--- config.mk ---
export PLATFORM = sky130hd
export DESIGN_NAME = latch_strobe_gen
export DESIGN_NICKNAME = d
export VERILOG_FILES = /design/src/rtl/latch_strobe_gen_pkg.sv /design/src/rtl/latch_strobe_gen_strb_decode.sv /design/src/rtl/latch_strobe_gen.sv
export SDC_FILE = /design/constraint.sdc
export NUM_CORES = 1
export LEC_CHECK = 0
export BUFFER_PORTS_ARGS = -buffer_cell sky130_fd_sc_hd__buf_2
export CAP_MARGIN = 20
export CORE_MARGIN = 2
export CORE_UTILIZATION = 45
export DETAILED_ROUTE_END_ITERATION = 7
export GPL_TIMING_DRIVEN = 0
export PLACE_DENSITY_LB_ADDON = 0.12
export SLEW_MARGIN = 15
export SYNTH_ARGS = -nofsm -noshare
export SYNTH_HDL_FRONTEND = slang
export SYNTH_SLANG_ARGS = --single-unit
--- constraint.sdc ---
create_clock -name clk -period 1.6 [get_ports clk]
set_clock_uncertainty 0.05 [all_clocks]
set_input_delay 0.32 -clock clk [delete_from_list [all_inputs] [get_ports clk]]
set_output_delay 0.32 -clock clk [all_outputs]
set_load 0.05 [all_outputs]
--- src/rtl/latch_strobe_gen_pkg.sv ---
// Shared definitions for the pulse-based latch register bank: FSM state
// encoding, default strobe timing and a counter-width helper.
package latch_strobe_gen_pkg;

    // Write-strobe sequencer states, 2-bit encoding.
    typedef enum logic [1:0] {
        IDLE  = 2'd0,
        SETUP = 2'd1,
        PULSE = 2'd2,
        HOLD  = 2'd3
    } state_e;

    // Default strobe timing in clk cycles.
    localparam int DEF_PULSE_W = 2;
    localparam int DEF_SETUP_W = 1;

    // Width of a down-counter that must hold max(pulse_w, setup_w) - 1.
    // Never narrower than one bit.
    function automatic int cnt_width(input int pulse_w, input int setup_w);
        int m;
        int w;
        m = (pulse_w > setup_w) ? pulse_w : setup_w;
        w = $clog2(m);
        return (w < 1) ? 1 : w;
    endfunction

endpackage

--- src/rtl/latch_strobe_gen_strb_decode.sv ---
// Registered index-to-one-hot decoder for the latch enables.
// en gates every output bit; all selects every bit (broadcast write).
// oor flags an index that addresses no latch.
module latch_strobe_gen_strb_decode
    import latch_strobe_gen_pkg::*;
#(
    parameter int NREG  = 8,
    parameter int SEL_W = $clog2(NREG)
) (
    input  logic             clk,
    input  logic             rst,
    input  logic             en,
    input  logic             all,
    input  logic [SEL_W-1:0] idx,
    output logic             oor,
    output logic [NREG-1:0]  strb
);

    logic [NREG-1:0] hit;
    logic [NREG-1:0] strb_reg;

    // Index beyond the last latch: no bit matches, flag it instead.
    assign oor = ({1'b0, idx} >= (SEL_W + 1)'(NREG));

    generate
        for (genvar gi = 0; gi < NREG; gi++) begin : g_hit
            assign hit[gi] = all || (idx == SEL_W'(gi));
        end
    endgenerate

    // Latch enables come straight from flops so they can never glitch.
    always_ff @(posedge clk or posedge rst) begin
        if (rst) begin
            strb_reg <= '0;
        end else begin
            strb_reg <= en ? hit : '0;
        end
    end

    assign strb = strb_reg;

endmodule

--- src/rtl/latch_strobe_gen.sv ---
// Write-strobe sequencer for the NAND D-latch register bank.
// Converts a req/ack write request plus register index into a fixed-width
// registered strobe on one latch enable, framed by setup and hold cycles.
// Optional feature macro: STRB_BROADCAST_EN (adds bcast input; a captured
// bcast strobes every latch and suppresses err).
module latch_strobe_gen
    import latch_strobe_gen_pkg::*;
#(
    parameter int NREG    = 8,
    parameter int PULSE_W = DEF_PULSE_W,
    parameter int SETUP_W = DEF_SETUP_W
) (
    input  logic                    clk,
    input  logic                    rst,
    input  logic                    req,
    input  logic [$clog2(NREG)-1:0] sel,
`ifdef STRB_BROADCAST_EN
    input  logic                    bcast,
`endif
    output logic                    ack,
    output logic                    err,
    output logic                    busy,
    output logic [NREG-1:0]         strb
);

    localparam int SEL_W = $clog2(NREG);
    localparam int CNT_W = cnt_width(PULSE_W, SETUP_W);

    localparam logic [1:0] ST_IDLE  = IDLE;
    localparam logic [1:0] ST_SETUP = SETUP;
    localparam logic [1:0] ST_PULSE = PULSE;
    localparam logic [1:0] ST_HOLD  = HOLD;

    localparam logic [CNT_W-1:0] SETUP_LOAD = CNT_W'(SETUP_W - 1);
    localparam logic [CNT_W-1:0] PULSE_LOAD = CNT_W'(PULSE_W - 1);

    logic [1:0]       state_reg, state_next;
    logic [CNT_W-1:0] cnt_reg, cnt_next;
    logic [SEL_W-1:0] sel_reg, sel_next;
    logic             bcast_reg, bcast_next;
    logic             ack_reg, err_reg, busy_reg;
    logic             bcast_in;
    logic             dec_en;
    logic             dec_oor;

`ifdef STRB_BROADCAST_EN
    assign bcast_in = bcast;
`else
    assign bcast_in = 1'b0;
`endif

    // Next-state logic: capture in IDLE, count down SETUP and PULSE,
    // single HOLD cycle, then always back through IDLE.
    always_comb begin
        state_next = state_reg;
        cnt_next   = cnt_reg;
        sel_next   = sel_reg;
        bcast_next = bcast_reg;
        case (state_reg)
            ST_IDLE: begin
                if (req) begin
                    sel_next   = sel;
                    bcast_next = bcast_in;
                    cnt_next   = SETUP_LOAD;
                    state_next = ST_SETUP;
                end
            end
            ST_SETUP: begin
                if (cnt_reg == '0) begin
                    cnt_next   = PULSE_LOAD;
                    state_next = ST_PULSE;
                end else begin
                    cnt_next = cnt_reg - 1'b1;
                end
            end
            ST_PULSE: begin
                if (cnt_reg == '0) begin
                    state_next = ST_HOLD;
                end else begin
                    cnt_next = cnt_reg - 1'b1;
                end
            end
            ST_HOLD: begin
                state_next = ST_IDLE;
            end
            default: begin
                state_next = ST_IDLE;
            end
        endcase
    end

    // State, counter and captured request fields.
    always_ff @(posedge clk or posedge rst) begin
        if (rst) begin
            state_reg <= ST_IDLE;
            cnt_reg   <= '0;
            sel_reg   <= '0;
            bcast_reg <= 1'b0;
        end else begin
            state_reg <= state_next;
            cnt_reg   <= cnt_next;
            sel_reg   <= sel_next;
            bcast_reg <= bcast_next;
        end
    end

    // Status outputs are registered from the next state so they line up
    // with the state they describe, with no path from req or sel.
    always_ff @(posedge clk or posedge rst) begin
        if (rst) begin
            ack_reg  <= 1'b0;
            err_reg  <= 1'b0;
            busy_reg <= 1'b0;
        end else begin
            busy_reg <= (state_next != ST_IDLE);
            ack_reg  <= (state_next == ST_HOLD);
            err_reg  <= (state_next == ST_HOLD) && dec_oor && !bcast_reg;
        end
    end

    // The decoder registers its output, so it is enabled for the cycles
    // that lead into PULSE; the strobe flops are then high exactly while
    // the FSM is in PULSE. sel_reg is already captured on SETUP entry.
    assign dec_en = (state_next == ST_PULSE);

    latch_strobe_gen_strb_decode #(
        .NREG  (NREG),
        .SEL_W (SEL_W)
    ) u_strb_decode (
        .clk  (clk),
        .rst  (rst),
        .en   (dec_en),
        .all  (bcast_reg),
        .idx  (sel_reg),
        .oor  (dec_oor),
        .strb (strb)
    );

    assign ack  = ack_reg;
    assign err  = err_reg;
    assign busy = busy_reg;

endmodule
==> out/metrics.yaml, run 1 <==
status:
  status: "finished clean"
layout:
  drive_gt1_share_pct: 42.03
  largest_register_ffs: 8
  fillers: 120
  fin_area_um2: 793.3
  diodes: 0
  final_nets: 77
  final_core_util_pct: 58.76
  stdcell_count: 84
  area_growth_pct: 18.95
worst_setup_path:
  critical_path_class: "flip-flop to flip-flop"
  endpoint_kind: "flip-flop"
  worstPathArrival_ns: 1.65
  path_buf_inv: 2
  required_ns: 1.71
  max_stage_delay_ns: 0.39
  critical-path-top-delay-family: "flip-flops"
  crit_fanout: 10
  cp-start-kind: "flip-flop"
  crit_slowest_cell: "dfrtp_1"
  crit_path_cell_trace: "buf_6 > or3b_1 > buf_6 > a2111oi_1"
  critPathMostFrequentCell: "buf_6"
timing:
  setup_viol: 0
  slew_headroom_pct: 61.88
  worst_pin_slew_ns: 0.5711
  rsz0062_at_grt: "true"
  finalHoldViolations: 0
  fin_crit_sh_pct: 96.24
  max_freq_mhz: 649.4
  period_needed_ns: 1.540
  slew_viol_final: 0
place:
  gp_congestion: 0.6759
  placedCellCount: 81
  portBuffers: 15
  dp_hpwl_um: 756.4
  place_area_um2: 760.7
clocking:
  cts_num_sinks: 16
  clock_tree.root_cell: "clkbuf_4"
  hold_buffers: 0
  cts_buffers: 3
  cts_setup_buffers: 0
  insertion_delay_ns: 0.28
  cts_buffer_depth: 2
  cts_tree: "yes"
  htreeDepth: 1
  path_clk_slew_ns: 0.08
drt:
  dr.pass1.iters: 3
  drt_wl_total_mm: 1.033
  num_vias: 440
  remaining_drc_errors: 0
  wl_per_cell_um: 12.30
  avgViaCountPerCell: 5.238
  antenna_left: 0
  drt-initial-drc-count: 9
synth:
  ys_types: 21
  syn-num-nets: 57
  netlist_area_um2: 666.9
  syn_inst: 51
  avgSynthCellArea_um2: 13.08
  synth_common_cells: "16 x dfrtp_1, 5 x a2111oi_1, 4 x inv_1, 3 x mux2_2"
  synth-edff-count: 0
  synth_area_leaders: "dfrtp_1 60%, a2111oi_1 7.5%, mux2_2 5.1%"
  yosysTopAreaCell: "dfrtp_1"
  ys_seq_area_share_pct: 60.04
  yosysMostFrequentCell: "dfrtp_1"
  synth-seq-cells: 16
  synthFlopType: "dfrtp_1"
  yosys_warnings: 0
  async_flop_share_pct: 100.0
  yosys.area.top_type_share_pct: 60.04
worst_hold_path:
  min_path_type: "primary input to async pin"
global_route:
  use_met2_pct: 18.46
  grt_util_met1_pct: 18.58
  track_usage_pct: 13.48
  grt.busiest_layer: "met1"
  antenna_found_initial: 0
  met3_usage_pct: 4.310
  grt_overflow_total: 0
  grt_max_degree: 17
  grt_pass1_vias: 409
  grt_pass1_wl_mm: 1.787
die:
  ioPinCount: 17
  dieArea_mm2: 0.001806
  start_util_pct: 49.40
  row_count: 13
  die_h_um: 42.50
  core_mm2: 0.001350
  die_w_um: 42.50
pwr:
  power_frac_clock_pct: 12.9
  p_sw_share_pct: 43.87
  cellLeakagePower_nw: 0.3918
  finalPower_mw: 1.550
  intPower_mw: 0.8702
  seq_power_share_pct: 42.3
  p_comb_share_pct: 44.8
  p_switching_mw: 0.6800
  vdd_ir_drop_max_mv: 0.7720
  power-per-cell-area_mw_per_mm2: 1954
run:
  maxCapViolCount: 0
==> metal layers <==
metal | routed length, um | part of all wire [%] | up-vias
met4 | 25 | 2.4 | 0
met1 | 501 | 48 | 196
met5 | 0 | 0 | -
met3 | 69 | 6.7 | 4
li1 | - | - | 222
met2 | 436 | 42 | 18
==> cells by family after synthesis <==
kind of cell / after synthesis / share of synthesized area (%)
AOI/OAI and AO/OA: 11 / 15.01
buffers and inverters: 8 / 7.878
DFF: 16 / 60.04
muxes: 4 / 6.566
other: 1 / 0.5623
and+or+nand+nor: 11 / 9.945
==> power by group through the flow <==
stage / registers [mW] / logic, mW / clock network [mW]
after floorplan: 0.836 / 0.361 / 0
after global placement: 0.648 / 0.674 / 0
after detailed placement: 0.655 / 0.683 / 0
after CTS: 0.652 / 0.689 / 0.209
after global routing: 0.677 / 0.754 / 0.227
final: 0.655 / 0.695 / 0.200
==> placed cells by master, fill, tap and decap left out, drive strengths merged <==
master / n
nand3: 2
nor3: 1
nor3b: 1
dfrtp: 16
mux2: 3
nand2b: 1
inv: 4
a2111oi: 6
or3b: 1
nand3b: 1
buf: 19
nor2: 1
conb: 1
o21bai: 2
nand2: 2
a211oi: 2
clkbuf: 3
a21oi: 1
or4b: 1
mux2i: 1
==> worst paths after layout <==
check | slack, ns | depth (start not counted) | startpoint | end
worst max-delay path | 0.06 | 4 | state_reg[1]$_DFF_PP0_ | u_strb_decode.strb[5]$_DFF_PP0_
worst min register to register | 0.50 | 1 | cnt_reg$_DFFE_PP0P_ | ack$_DFF_PP0_
max in group asynchronous | 1.09 | 2 | rst | cnt_reg$_DFFE_PP0P_
min in group clk | 0.22 | 2 | sel[0] | sel_reg[0]$_DFFE_PP0P_
worst max register to register | 0.06 | 4 | state_reg[1]$_DFF_PP0_ | u_strb_decode.strb[5]$_DFF_PP0_
worst min-delay path | 0.03 | 2 | rst | u_strb_decode.strb[3]$_DFF_PP0_
==> timing repair <==
| item | CTS | global route |
|---|---|---|
| pin swaps | 0 | 0 |
| endpoints found under the setup margin | 1 | 3 |
| gates resized for setup | 1 | 1 |
==> area by class of cell <==
type / instances / area [um2] / share of cell area [%]
multi-input cells: 27 / 224.0 / 28.23
plain buffers: 4 / 37.54 / 4.732
well taps: 15 / 18.77 / 2.366
inverters: 4 / 15.01 / 1.893
repair buffers: 15 / 75.07 / 9.464
clock buffers: 3 / 22.52 / 2.839
flip-flops and latches: 16 / 400.4 / 50.47
==> per-stage QoR <==
stage	setup slack [ns]	hold WS (ns)	setup TNS, ns
finish	0.06010	0.03377	0
global route	-0.005955	0.08807	-0.01001
CTS	0.0004338	0.05751	0
detailed placement	-0.02413	0.3631	-0.02413
global placement	0.02587	0.3523	0
floorplan	0.1574	0.1837	0
(Power assumes the default switching activity.)
==> inputs of run 2 (changes only) <==
--- a/config.mk
+++ b/config.mk
@@ -7,11 +7,10 @@
 export LEC_CHECK = 0
 export BUFFER_PORTS_ARGS = -buffer_cell sky130_fd_sc_hd__buf_2
 export CAP_MARGIN = 20
-export CORE_MARGIN = 2
 export CORE_UTILIZATION = 45
 export DETAILED_ROUTE_END_ITERATION = 7
 export GPL_TIMING_DRIVEN = 0
-export PLACE_DENSITY_LB_ADDON = 0.12
+export PLACE_DENSITY = 0.69
 export SLEW_MARGIN = 15
 export SYNTH_ARGS = -nofsm -noshare
 export SYNTH_HDL_FRONTEND = slang
==> run 2 against run 1 <==
Die area decreased by 9.2%. Sequential power about the same. Final cell count increased by 2.4%. Power increased by 3.9%. Register-to-register slack got worse by 0.03 ns. Fmax decreased by 1.6%. Global-route usage increased by 1.6 points. Wire length increased by 1.5%. Non-clock buffer count increased by 1. Critical path depth unchanged. Sequential share of layout area decreased by 1.0 points. First-iteration DRC count decreased by 89%.
==> out/metrics.yaml, run 2 (synthesis results as in run 1) <==
status:
  status: "finished clean"
timing:
  slew_viol_final: 0  # unchanged
  slew_headroom_pct: 61.79  # -0.097 points
  max_freq_mhz: 638.9  # -1.6%
  finalHoldViolations: 0  # unchanged
  period_needed_ns: 1.565  # +0.02520 ns
  setup_viol: 0  # unchanged
  fin_crit_sh_pct: 97.82  # +1.6 points
  rsz0062_at_grt: "true"
  worst_pin_slew_ns: 0.5726  # +0.001447 ns
drt:
  remaining_drc_errors: 0  # unchanged
  drt-initial-drc-count: 1  # -8
  avgViaCountPerCell: 5.128  # -2.1%
  num_vias: 441  # +0.23%
  drt_wl_total_mm: 1.048  # +1.5%
  antenna_left: 0  # unchanged
  wl_per_cell_um: 12.19  # -0.91%
  dr.pass1.iters: 3  # unchanged
run:
  maxCapViolCount: 0  # unchanged
global_route:
  grt_overflow_total: 0  # unchanged
  antenna_found_initial: 0  # unchanged
  grt_pass1_wl_mm: 1.531  # -14%
  track_usage_pct: 15.11  # +1.6 points
  grt_pass1_vias: 353  # -14%
  grt_max_degree: 17  # unchanged
pwr:
  finalPower_mw: 1.610  # +3.9%
  intPower_mw: 0.9248  # +6.3%
  vdd_ir_drop_max_mv: 0.9923  # +29%
  cellLeakagePower_nw: 0.4026  # +2.8%
  power_frac_clock_pct: 16.1  # +3.2 points
  power-per-cell-area_mw_per_mm2: 1989  # +1.8%
  p_sw_share_pct: 42.56  # -1.3 points
  p_comb_share_pct: 43.3  # -1.5 points
  seq_power_share_pct: 40.6  # -1.7 points
  p_switching_mw: 0.6854  # +0.79%
worst_setup_path:
  endpoint_kind: "flip-flop"
  required_ns: 1.70  # about the same
  worstPathArrival_ns: 1.67  # +0.02 ns
  crit_fanout: 10  # unchanged
  critical_path_class: "flip-flop to flip-flop"
  cp-start-kind: "flip-flop"
layout:
  final_common_cell: "dfrtp_1"
  final_nets: 78  # +1.3%
  largest_register_ffs: 8  # unchanged
  multiInputGateArea_um2: 219.0  # -2.2%
  diodes: 0  # unchanged
  stdcell_count: 86  # +2.4%
  drive_gt1_share_pct: 42.25  # +0.22 points
  mostFrequentLayoutCells: "16 x dfrtp_1, 15 x buf_2, 4 x inv_1, 4 x a2111oi_1"
  seq_area_um2: 400.4  # unchanged
  fillers: 128  # +6.7%
  area_growth_pct: 21.39
place:
  gp_congestion: 0.7241  # +7.1%
  dp_hpwl_um: 701.6  # -7.2%
  placedCellCount: 81  # unchanged
  portBuffers: 15  # unchanged
die:
  ioPinCount: 17  # unchanged
  dieArea_mm2: 0.001640  # -9.2%
  row_count: 13  # unchanged
  die_w_um: 40.50  # -4.7%
  start_util_pct: 50.00  # +0.60 points
  die_h_um: 40.50  # -4.7%
  core_mm2: 0.001334  # -1.2%
worst_hold_path:
  min_path_type: "primary input to async pin"
clocking:
  path_clk_slew_ns: 0.09  # about the same
  cts_buffer_depth: 2  # unchanged
  clock_tree.root_cell: "clkbuf_4"
  insertion_delay_ns: 0.28  # about the same
  cts_buffers: 3  # unchanged
  htreeDepth: 1  # unchanged
  cts_num_sinks: 16  # unchanged
  hold_buffers: 0  # unchanged
  cts_tree: "yes"
run 2: changes by cell type in the layout (fill, tap and decap cells not counted), sizes merged:
cell    before  now
buf         19   20
clkbuf       3    4
run 2: final cells by class:
| type | count | area share [%] |
|---|---|---|
| multi-input cells | 27 | 27.05 |
| repair buffers | 16 | 10.20 |
| clock buffers | 4 | 4.482 |
| well taps | 15 | 2.318 |
| inverters | 4 | 1.855 |
| flip-flops and latches | 16 | 49.46 |
| plain buffers | 4 | 4.637 |
run 2: routing by layer:
metal / up-vias / wire [um] / GRT usage, %
met3: 2 / 31 / 5.000
met5: - / 0 / 0
met4: 0 / 19 / 10.00
met1: 207 / 481 / 18.21
met2: 11 / 515 / 22.62
li1: 221 / - / -
run 2: worst max-delay path, cell delays in order (launching register included):
cell	delay, ns
dfrtp_1	0.39
buf_6	0.14
or3b_1	0.36
buf_6	0.15
a2111oi_1	0.35
run 2: path summary, 6_finish.rpt:
path / slack [ns] / endpoint / cells after the start / startpoint
setup / recovery: 0.03 / u_strb_decode.strb[2]$_DFF_PP0_ / 4 / state_reg[1]$_DFF_PP0_
min in group clk: 0.22 / sel_reg[1]$_DFFE_PP0P_ / 2 / sel[1]
setup reg to reg: 0.03 / u_strb_decode.strb[2]$_DFF_PP0_ / 4 / state_reg[1]$_DFF_PP0_
max in group asynchronous: 1.09 / sel_reg[0]$_DFFE_PP0P_ / 2 / rst
hold / removal: 0.03 / ack$_DFF_PP0_ / 2 / rst
hold reg to reg: 0.50 / u_strb_decode.strb[6]$_DFF_PP0_ / 1 / sel_reg[0]$_DFFE_PP0P_
run 2: metrics by stage:
step	hold slack [ns]	setup slack (ns)	TNS, ns	area [um2]	util [%]
after floorplan	0.1837	0.1574	0	666.9	-
after global placement	0.3533	0.05342	0	760.7	57.04
after detailed placement	0.3565	0.005492	0	760.7	57.04
after CTS	0.04893	0.01638	0	802.0	60.13
after global routing	0.07617	-0.01871	-0.03581	809.5	60.69
final	0.03081	0.03490	0	809.5	60.69
run 2: power by group through the flow:
stage	Sequential, mW	Combinational (mW)	Clock, mW
floorplan	0.836	0.361	0
global placement	0.647	0.667	0
detailed placement	0.660	0.680	0
CTS	0.654	0.691	0.265
global route	0.673	0.755	0.287
finish	0.654	0.698	0.259
run 2: timing repair:
action / CTS / global route
gates resized for setup: 1 / 0
endpoints found under the setup margin: 1 / 3
buffers inserted: 0 / 1
cloned: 0 / 0
